$ cat config.mk
export PLATFORM = sky130hd
export DESIGN_NAME = memory_access
export DESIGN_NICKNAME = d
export VERILOG_FILES = /design/src/rtl/memory_access.sv
export SDC_FILE = /design/constraint.sdc
export NUM_CORES = 1
export LEC_CHECK = 0
export BUFFER_PORTS_ARGS = -buffer_cell sky130_fd_sc_hd__buf_2
export CORE_MARGIN = 2
export CORE_UTILIZATION = 38
export DETAILED_ROUTE_END_ITERATION = 12
export PLACE_DENSITY_LB_ADDON = 0.08
export SLEW_MARGIN = 5
export SYNTH_ARGS = -nofsm -noshare
export SYNTH_HDL_FRONTEND = slang
export SYNTH_SLANG_ARGS = --single-unit
$ cat constraint.sdc
create_clock -name clk -period 2.1 [get_ports clk]
set_clock_uncertainty 0.1 [all_clocks]
set_input_delay 0.315 -clock clk [delete_from_list [all_inputs] [get_ports clk]]
set_output_delay 0.315 -clock clk [all_outputs]
set_load 0.1 [all_outputs]
$ cat src/rtl/memory_access.sv
// RV32I memory-access stage: data-memory request/grant/response handshake, lane steering,
// load extension and the MEM/WB register that drives the register-file write port.
module memory_access #(
    parameter int DATA_WIDTH = 32,
    parameter int REG_ADDR   = 5
) (
    input  logic                  clk,
    input  logic                  rst_n,
    input  logic                  clk_en,
    input  logic                  i_ex_valid,
    input  logic [DATA_WIDTH-1:0] i_ex_alu_result,
    input  logic [DATA_WIDTH-1:0] i_ex_rs2_data,
    input  logic [REG_ADDR-1:0]   i_ex_reg_destination,
    input  logic                  i_ex_reg_wr,
    input  logic                  i_ex_mem_rd,
    input  logic                  i_ex_mem_wr,
    input  logic                  i_ex_mem_to_reg,
    input  logic [2:0]            i_ex_funct3,
    output logic                  o_dmem_req,
    output logic                  o_dmem_we,
    output logic [DATA_WIDTH-1:0] o_dmem_addr,
    output logic [3:0]            o_dmem_be,
    output logic [DATA_WIDTH-1:0] o_dmem_wdata,
    input  logic                  i_dmem_gnt,
    input  logic                  i_dmem_rvalid,
    input  logic [DATA_WIDTH-1:0] i_dmem_rdata,
    output logic                  o_stall,
    output logic                  o_misaligned,
    output logic                  o_ma_reg_wr,
    output logic [REG_ADDR-1:0]   o_ma_reg_destination,
    output logic [DATA_WIDTH-1:0] o_wb_data,
    output logic [1:0]            o_fsm_state
);

    typedef enum logic [1:0] {
        IDLE   = 2'd0,
        REQ    = 2'd1,
        WAIT_R = 2'd2,
        DONE   = 2'd3
    } state_t;

    state_t                  state_q;
    logic [DATA_WIDTH-1:0]   load_buf_q;
    logic                    misaligned_q;
    logic                    ma_reg_wr_q;
    logic [REG_ADDR-1:0]     ma_reg_destination_q;
    logic [DATA_WIDTH-1:0]   wb_data_q;

    logic                    memop;
    logic                    misaligned_c;
    logic                    aligned_op;
    logic                    req_c;
    logic                    retire_c;
    logic [DATA_WIDTH-1:0]   shifted_c;
    logic [DATA_WIDTH-1:0]   ext_c;
    logic [DATA_WIDTH-1:0]   load_data_c;

    assign memop        = i_ex_valid & (i_ex_mem_rd | i_ex_mem_wr);
    assign misaligned_c = ((i_ex_funct3[1:0] == 2'b01) & i_ex_alu_result[0]) |
                          ((i_ex_funct3[1:0] == 2'b10) & (i_ex_alu_result[1:0] != 2'b00));
    assign aligned_op   = memop & ~misaligned_c;

    // Request stays up in REQ regardless of clk_en so a pending grant is never dropped.
    assign req_c = ((state_q == IDLE) & aligned_op & clk_en) | (state_q == REQ);

    always_comb begin
        retire_c = 1'b0;
        case (state_q)
            IDLE:    retire_c = aligned_op & clk_en & i_dmem_gnt & i_ex_mem_wr;
            REQ:     retire_c = i_dmem_gnt & i_ex_mem_wr & clk_en;
            WAIT_R:  retire_c = i_dmem_rvalid & clk_en;
            DONE:    retire_c = clk_en;
            default: retire_c = 1'b0;
        endcase
    end

    assign o_stall = aligned_op & ~retire_c;

    always_comb begin
        shifted_c = i_dmem_rdata >> {i_ex_alu_result[1:0], 3'b000};
        case (i_ex_funct3)
            3'b000:  ext_c = {{24{shifted_c[7]}}, shifted_c[7:0]};
            3'b001:  ext_c = {{16{shifted_c[15]}}, shifted_c[15:0]};
            3'b100:  ext_c = {24'd0, shifted_c[7:0]};
            3'b101:  ext_c = {16'd0, shifted_c[15:0]};
            default: ext_c = i_dmem_rdata;
        endcase
    end

    assign load_data_c = (state_q == DONE) ? load_buf_q : ext_c;

    always_comb begin
        o_dmem_req   = req_c;
        o_dmem_we    = 1'b0;
        o_dmem_addr  = '0;
        o_dmem_be    = 4'b0000;
        o_dmem_wdata = '0;
        if (req_c) begin
            o_dmem_we   = i_ex_mem_wr;
            o_dmem_addr = {i_ex_alu_result[DATA_WIDTH-1:2], 2'b00};
            o_dmem_be   = 4'b1111;
            if (i_ex_mem_wr) begin
                case (i_ex_funct3[1:0])
                    2'b00: begin
                        o_dmem_be    = 4'b0001 << i_ex_alu_result[1:0];
                        o_dmem_wdata = {4{i_ex_rs2_data[7:0]}};
                    end
                    2'b01: begin
                        o_dmem_be    = 4'b0011 << i_ex_alu_result[1:0];
                        o_dmem_wdata = {2{i_ex_rs2_data[15:0]}};
                    end
                    default: o_dmem_wdata = i_ex_rs2_data;
                endcase
            end
        end
    end

    always_ff @(posedge clk or negedge rst_n) begin
        if (!rst_n) begin
            state_q              <= IDLE;
            load_buf_q           <= '0;
            misaligned_q         <= 1'b0;
            ma_reg_wr_q          <= 1'b0;
            ma_reg_destination_q <= '0;
            wb_data_q            <= '0;
        end else begin
            misaligned_q <= 1'b0;
            case (state_q)
                IDLE: begin
                    if (aligned_op & clk_en) begin
                        if (!i_dmem_gnt)      state_q <= REQ;
                        else if (i_ex_mem_rd) state_q <= WAIT_R;
                    end
                end
                REQ: begin
                    if (i_dmem_gnt) begin
                        if (i_ex_mem_rd) state_q <= WAIT_R;
                        else             state_q <= clk_en ? IDLE : DONE;
                    end
                end
                WAIT_R: begin
                    if (i_dmem_rvalid) begin
                        load_buf_q <= ext_c;
                        state_q    <= clk_en ? IDLE : DONE;
                    end
                end
                DONE: begin
                    if (clk_en) state_q <= IDLE;
                end
                default: state_q <= IDLE;
            endcase

            if (clk_en) begin
                if (retire_c) begin
                    ma_reg_wr_q          <= i_ex_valid & i_ex_reg_wr;
                    ma_reg_destination_q <= i_ex_reg_destination;
                    wb_data_q            <= i_ex_mem_to_reg ? load_data_c : i_ex_alu_result;
                end else if (aligned_op) begin
                    // Bubble while stalled so the held instruction is written exactly once.
                    ma_reg_wr_q <= 1'b0;
                end else if (memop && state_q == IDLE) begin
                    ma_reg_wr_q  <= 1'b0;
                    misaligned_q <= 1'b1;
                end else begin
                    ma_reg_wr_q          <= i_ex_valid & i_ex_reg_wr;
                    ma_reg_destination_q <= i_ex_reg_destination;
                    wb_data_q            <= i_ex_alu_result;
                end
            end
        end
    end

    assign o_misaligned         = misaligned_q;
    assign o_ma_reg_wr          = ma_reg_wr_q;
    assign o_ma_reg_destination = ma_reg_destination_q;
    assign o_wb_data            = wb_data_q;
    assign o_fsm_state          = state_q;

endmodule

Yosys cells after proc, flatten, opt, wreduce, memory -nomap -nowiden. Cells that the tools add are included.

Equality and inequality tests: 15. Shifts and indexed selects: 3. Muxes and demuxes: 34. Bitwise gates (word level): 19. Reduce and logical (&&, ||, !) cells: 8.

Operators with widths (count): 32-bit 2-to-1 mux (8); 32-bit one-hot mux with 4 select lines (1); 32-bit one-hot mux with 2 select lines (1); 32-bit by 5-bit right shift with 16-bit output (1); 2-bit 2-to-1 mux (8); 5-bit 2-to-1 mux (3); 1-bit bitwise AND (14); 1-bit 2-to-1 mux (8); 4-bit 2-to-1 mux (2); 2-bit != test, second input constant (4); 2-bit one-hot mux with 4 select lines (1); 4-bit one-hot mux with 2 select lines (1); 2-bit equality test, second input constant (3); 3-bit equality test, second input constant (2); 5-bit AND reduction (1); 2-bit by 1-bit equality test with 1-bit output, second input constant (2); 2-bit logical NOT (2); 2-bit by 1-bit != test with 1-bit output, second input constant (2); 1-bit one-hot mux with 4 select lines (1); 1-bit by 2-bit << shifter with 4-bit output, first input constant (1); 2-bit by 2-bit << shifter with 4-bit output, first input constant (1); 3-bit by 1-bit equality test with 1-bit output, second input constant (1); 3-bit logical NOT (1); 3-bit != test, second input constant (1); 6 further kinds (9).

Register bits: 73. Input bits: 114. Output and inout port bits: 112. Word-level logic and storage cells: 85.

Depth between registers and ports, before layout.
Depth in word-level cells: 11. Mapped depth: 11.

Least setup slack after synthesis. No wires, ideal clock.

Path kind: reg-to-output. Start: reg state_q[0] (netlist: o_fsm_state[0]). End: out o_stall. Data arrival time: 3.801 ns. Required time: 1.685 ns. Path slack: -2.116 ns. Stages on the path, launching flop included: 6. Path buffers: 0. Cell sequence: dfrtp_1 -> inv_1 -> ha_1 -> a21oi_1 -> a2111oi_4 -> nor3_1.

Cells in the longest elaborated chain, start to end: 4. Elaborated cells between the ends (all ways): 7. Classes of those cells: eq/ne (3); mux (1); bitwise (2); reduce/logical (1).

RTL lines: start, declared (RTL line 42) `state_t state_q;`; start signal, assigned (RTL line 138) `else state_q <= clk_en ? IDLE : DONE;`; start signal, assigned (RTL line 144) `state_q <= clk_en ? IDLE : DONE;`; 2-bit equality test (tied with other cells) (RTL line 68) `case (state_q)`; 1-bit one-hot mux with 4 select lines (*) (RTL line 68); 1-bit inverter (*) (RTL line 77) `assign o_stall = aligned_op & ~retire_c;`; 1-bit bitwise AND (*) (RTL line 77); end, declared (RTL line 27) `output logic o_stall,`.

Mark *: on every way between the ends. The rest lies on a longest branch, timed or not.

Final worst setup path.
Start: reg state_q[0] (netlist: o_fsm_state[0]). End: out o_dmem_wdata[8].

Cells in the longest elaborated chain, start to end: 5. Elaborated cells between the ends (all ways): 6. Classes of those cells: eq/ne (1); mux (1); bitwise (3); reduce/logical (1).

RTL lines: 2-bit logical NOT (RTL line 64) `assign req_c = ((state_q == IDLE) & aligned_op & clk_en) | (state_q == REQ);`; 1-bit bitwise AND (2 in series) (RTL line 64); 1-bit bitwise OR (*) (RTL line 64); 32-bit 2-to-1 mux (*) (RTL line 98) `if (req_c) begin`; end, declared (RTL line 23) `output logic [DATA_WIDTH-1:0] o_dmem_wdata,`.

Marked as above.

==> flow_summary.yaml <==
logic_synthesis:
  ys_async_sr_fraction_pct: 100.0
  synth_cell_types: 62
  synth-edff-count: 0
  synth_area_leader_cell: "dfrtp_1"
  yosysMostFrequentCell: "nor2_1"
  yosys_warnings: 0
  synth_flop_cell: "dfrtp_1"
  synthCells: 634
  synth-seq-cells: 73
  ys_seq_area_share_pct: 34.55
  ys_top_cells_by_area: "dfrtp_1 35%, mux2i_1 6.8%, nor2_1 5.7%, nand2_1 4.5%, and2_1 3.8%"
  synth_top_area_share_pct: 34.55
  avgSynthCellArea_um2: 8.340
  netlist_area_um2: 5288
  synth_commonest_cells: "80 x nor2_1, 73 x dfrtp_1, 64 x nand2_1, 40 x o21ai_0, 36 x mux2i_1"
sta:
  layout_setup_ws_ns: -0.4082
  max_slew_margin_pct: 55.80
  period_minus_slack_ns: 2.508
  report.final.slew_viol_count: 0
  hold_viol: 0
  setup_violations: 107
  max_freq_ghz: 0.3987
  holdWs_ns: 0.1063
  grt_setup_unrepaired: "yes"
  tightest_slew_ns: 0.6590
  min_period_over_period_pct: 119.4
routing:
  vias_per_cell: 5.608
  wl_per_cell_um: 18.99
  routed_wl_um: 20970
  first_pass_iters: 5
  antenna_left: 0
  vias: 6191
  drt_iter0_markers: 353
  route.detailed.drc: 0
floorplan:
  dieHeight_um: 122.0
  rows: 43
  core_um2: 13720
  dieArea_um2: 14870
  die_x_um: 122.0
  boundaryPins: 226
  start_util_pct: 38.54
critical_path:
  start_kind: "flop"
  worstPathRequired_ns: 1.68
  endpoint_kind: "output port"
  crit_arrival_ns: 2.09
  crit_type: "reg -> out"
  reg2reg_depth: 10
  crit_fanout: 8
  cp_cell_sequence: "inv_4 > buf_6 > ha_4 > nand2_4 > nor2_4 > a21oi_4 > clkinv_4 > nand2_8 > buf_12 > a21oi_4 > buf_12"
  slowest_stage: "dfrtp_4"
  cpPeakStageDelay_ns: 0.50
global_routing:
  use_met3_pct: 8.380
  grt_max_degree: 35
  grt_pass1_wl_um: 32570
  use_met2_pct: 47.70
  top_usage_layer: "met2"
  gr-usage-met1_pct: 33.98
  antenna_found_initial: 1
  overflow: 0
  grt_pass1_vias: 6376
  grt_usage_pct: 28.14
clock_tree:
  cts_buffers: 9
  path_clk_slew_ns: 0.07
  clock-sinks: 73
  clk_path_buf_depth: 2
  cts_max_level: 3
  clk_latency_ns: 0.35
  cts-root-buf: "clkbuf_16"
  cts_tree: "done"
placement:
  place_ws_ns: -0.2655
  finalWeightedCongestion: 0.8935
  dp_cells: 1068
  portBuffers: 223
  hpwl_um: 15230
worst_hold_path:
  hold_path_class: "in -> reg"
  holdPathStages: 2
finish:
  area_growth_pct: 79.98
  drive_gt1_share_pct: 52.92
  layout.nets: 1037
  fillers: 1070
  seqCellArea_um2: 1834
  diodes: 0
  multi_input_area_um2: 3782
  instances_no_fill: 1104
status:
  violations: "setup timing"
  status: "finished, violations left"
power:
  powerDensity_nw_per_um2: 1497
  max-vdd-ir-drop_uv: 1044
  power.leakage_nw: 4.170
job:
  maxCapViolCount: 0
[report_power, final]
group          internal (mW)  total (mW)  leakage, nW  switching [mW]
Combinational           3.31        10.3         3.14            6.95
Clock                  0.985        1.59        0.149           0.608
Sequential              2.04        2.39        0.878           0.351
[placed cells by master (no fill, tap or decap), drive strengths merged, types with 5 or more instances in the layout]
cell type / instances
dfrtp: 73
o21a: 6
mux2: 6
o221ai: 6
a21oi: 32
inv: 22
o211ai: 5
o21ai: 40
and2: 32
or2: 11
a32o: 5
nand3b: 5
a211oi: 11
a31oi: 18
and3: 9
o41ai: 14
nand2: 64
nor2: 81
mux2i: 36
a311oi: 16
buf: 329
clkbuf: 12
a221o: 17
nor2b: 9
or3b: 8
[critical path: cells and delay by family, from the launching register on]
family / cells / cell delay (ns)
compound gates: 2 / 0.21
simple gates: 3 / 0.24
fa+ha+maj: 1 / 0.14
buf+inv: 5 / 0.64
flops: 1 / 0.50
[logic make-up after synthesis]
group / share of synthesized area (%)
simple gates: 21.91
compound gates: 27.24
buf+inv: 6.862
flops: 34.55
mux: 8.093
fa+ha+maj: 0.9466
xor+xnor: 0.3313
other cells: 0.07092
[path summary, 6_finish.rpt]
check / start / endpoint / slack, ns
max reg2reg: o_fsm_state[1] / o_wb_data[19] / -0.37
min: i_ex_reg_destination[3] / o_ma_reg_destination[3] / 0.11
max: o_fsm_state[0] / o_dmem_wdata[8] / -0.41
min in group asynchronous: rst_n / o_wb_data[6] / 0.37
max in group asynchronous: rst_n / load_buf_q[26] / 0.98
min reg2reg: load_buf_q[11] / load_buf_q[11] / 0.39
[final cells by class]
class	count	share of cell area, %
flip-flops and latches	73	19.27
clock inverters	4	0.5390
well taps	180	2.367
inverters	24	1.091
multi-input cells	481	39.74
clock buffers	12	2.695
repair buffers	330	34.29
[through the flow]
| step | instance area, um2 | TNS [ns] | utilization (%) | power [mW] |
|---|---|---|---|---|
| floorplan | 5733 | -44.32 | - | 9.104 |
| global placement | 8592 | -13.94 | 62.63 | 11.77 |
| detailed placement | 8592 | -18.35 | 62.63 | 11.90 |
| CTS | 9370 | -38.06 | 68.30 | 14.06 |
| global route | 9517 | -40.52 | 69.37 | 14.81 |
| finish | 9517 | -33.02 | 69.37 | 14.25 |
[sequential cells by signal, summed over array words and instances, names as in the netlist]
| register | cells |
|---|---|
| load_buf_q | 32 |
| o_wb_data | 32 |
| o_ma_reg_destination | 5 |
| o_fsm_state | 2 |
| o_ma_reg_wr | 1 |
| o_misaligned | 1 |
[metal layers]
layer / up-vias / wire length, um
met2: 304 / 10230
met3: 32 / 1761
met1: 2968 / 8481
met5: - / 13
li1: 2885 / -
met4: 2 / 475
[repair_timing]
action / CTS / global route
pin swaps: 16 / 29
gates cloned: 5 / 1
hold buffers: 1 / 0
resized for setup: 61 / 36
setup endpoints to repair: 107 / 107
buffers inserted: 10 / 10
endpoints found under the hold margin: 32 / 0
No activity file was read; power rests on OpenSTA's default activity.
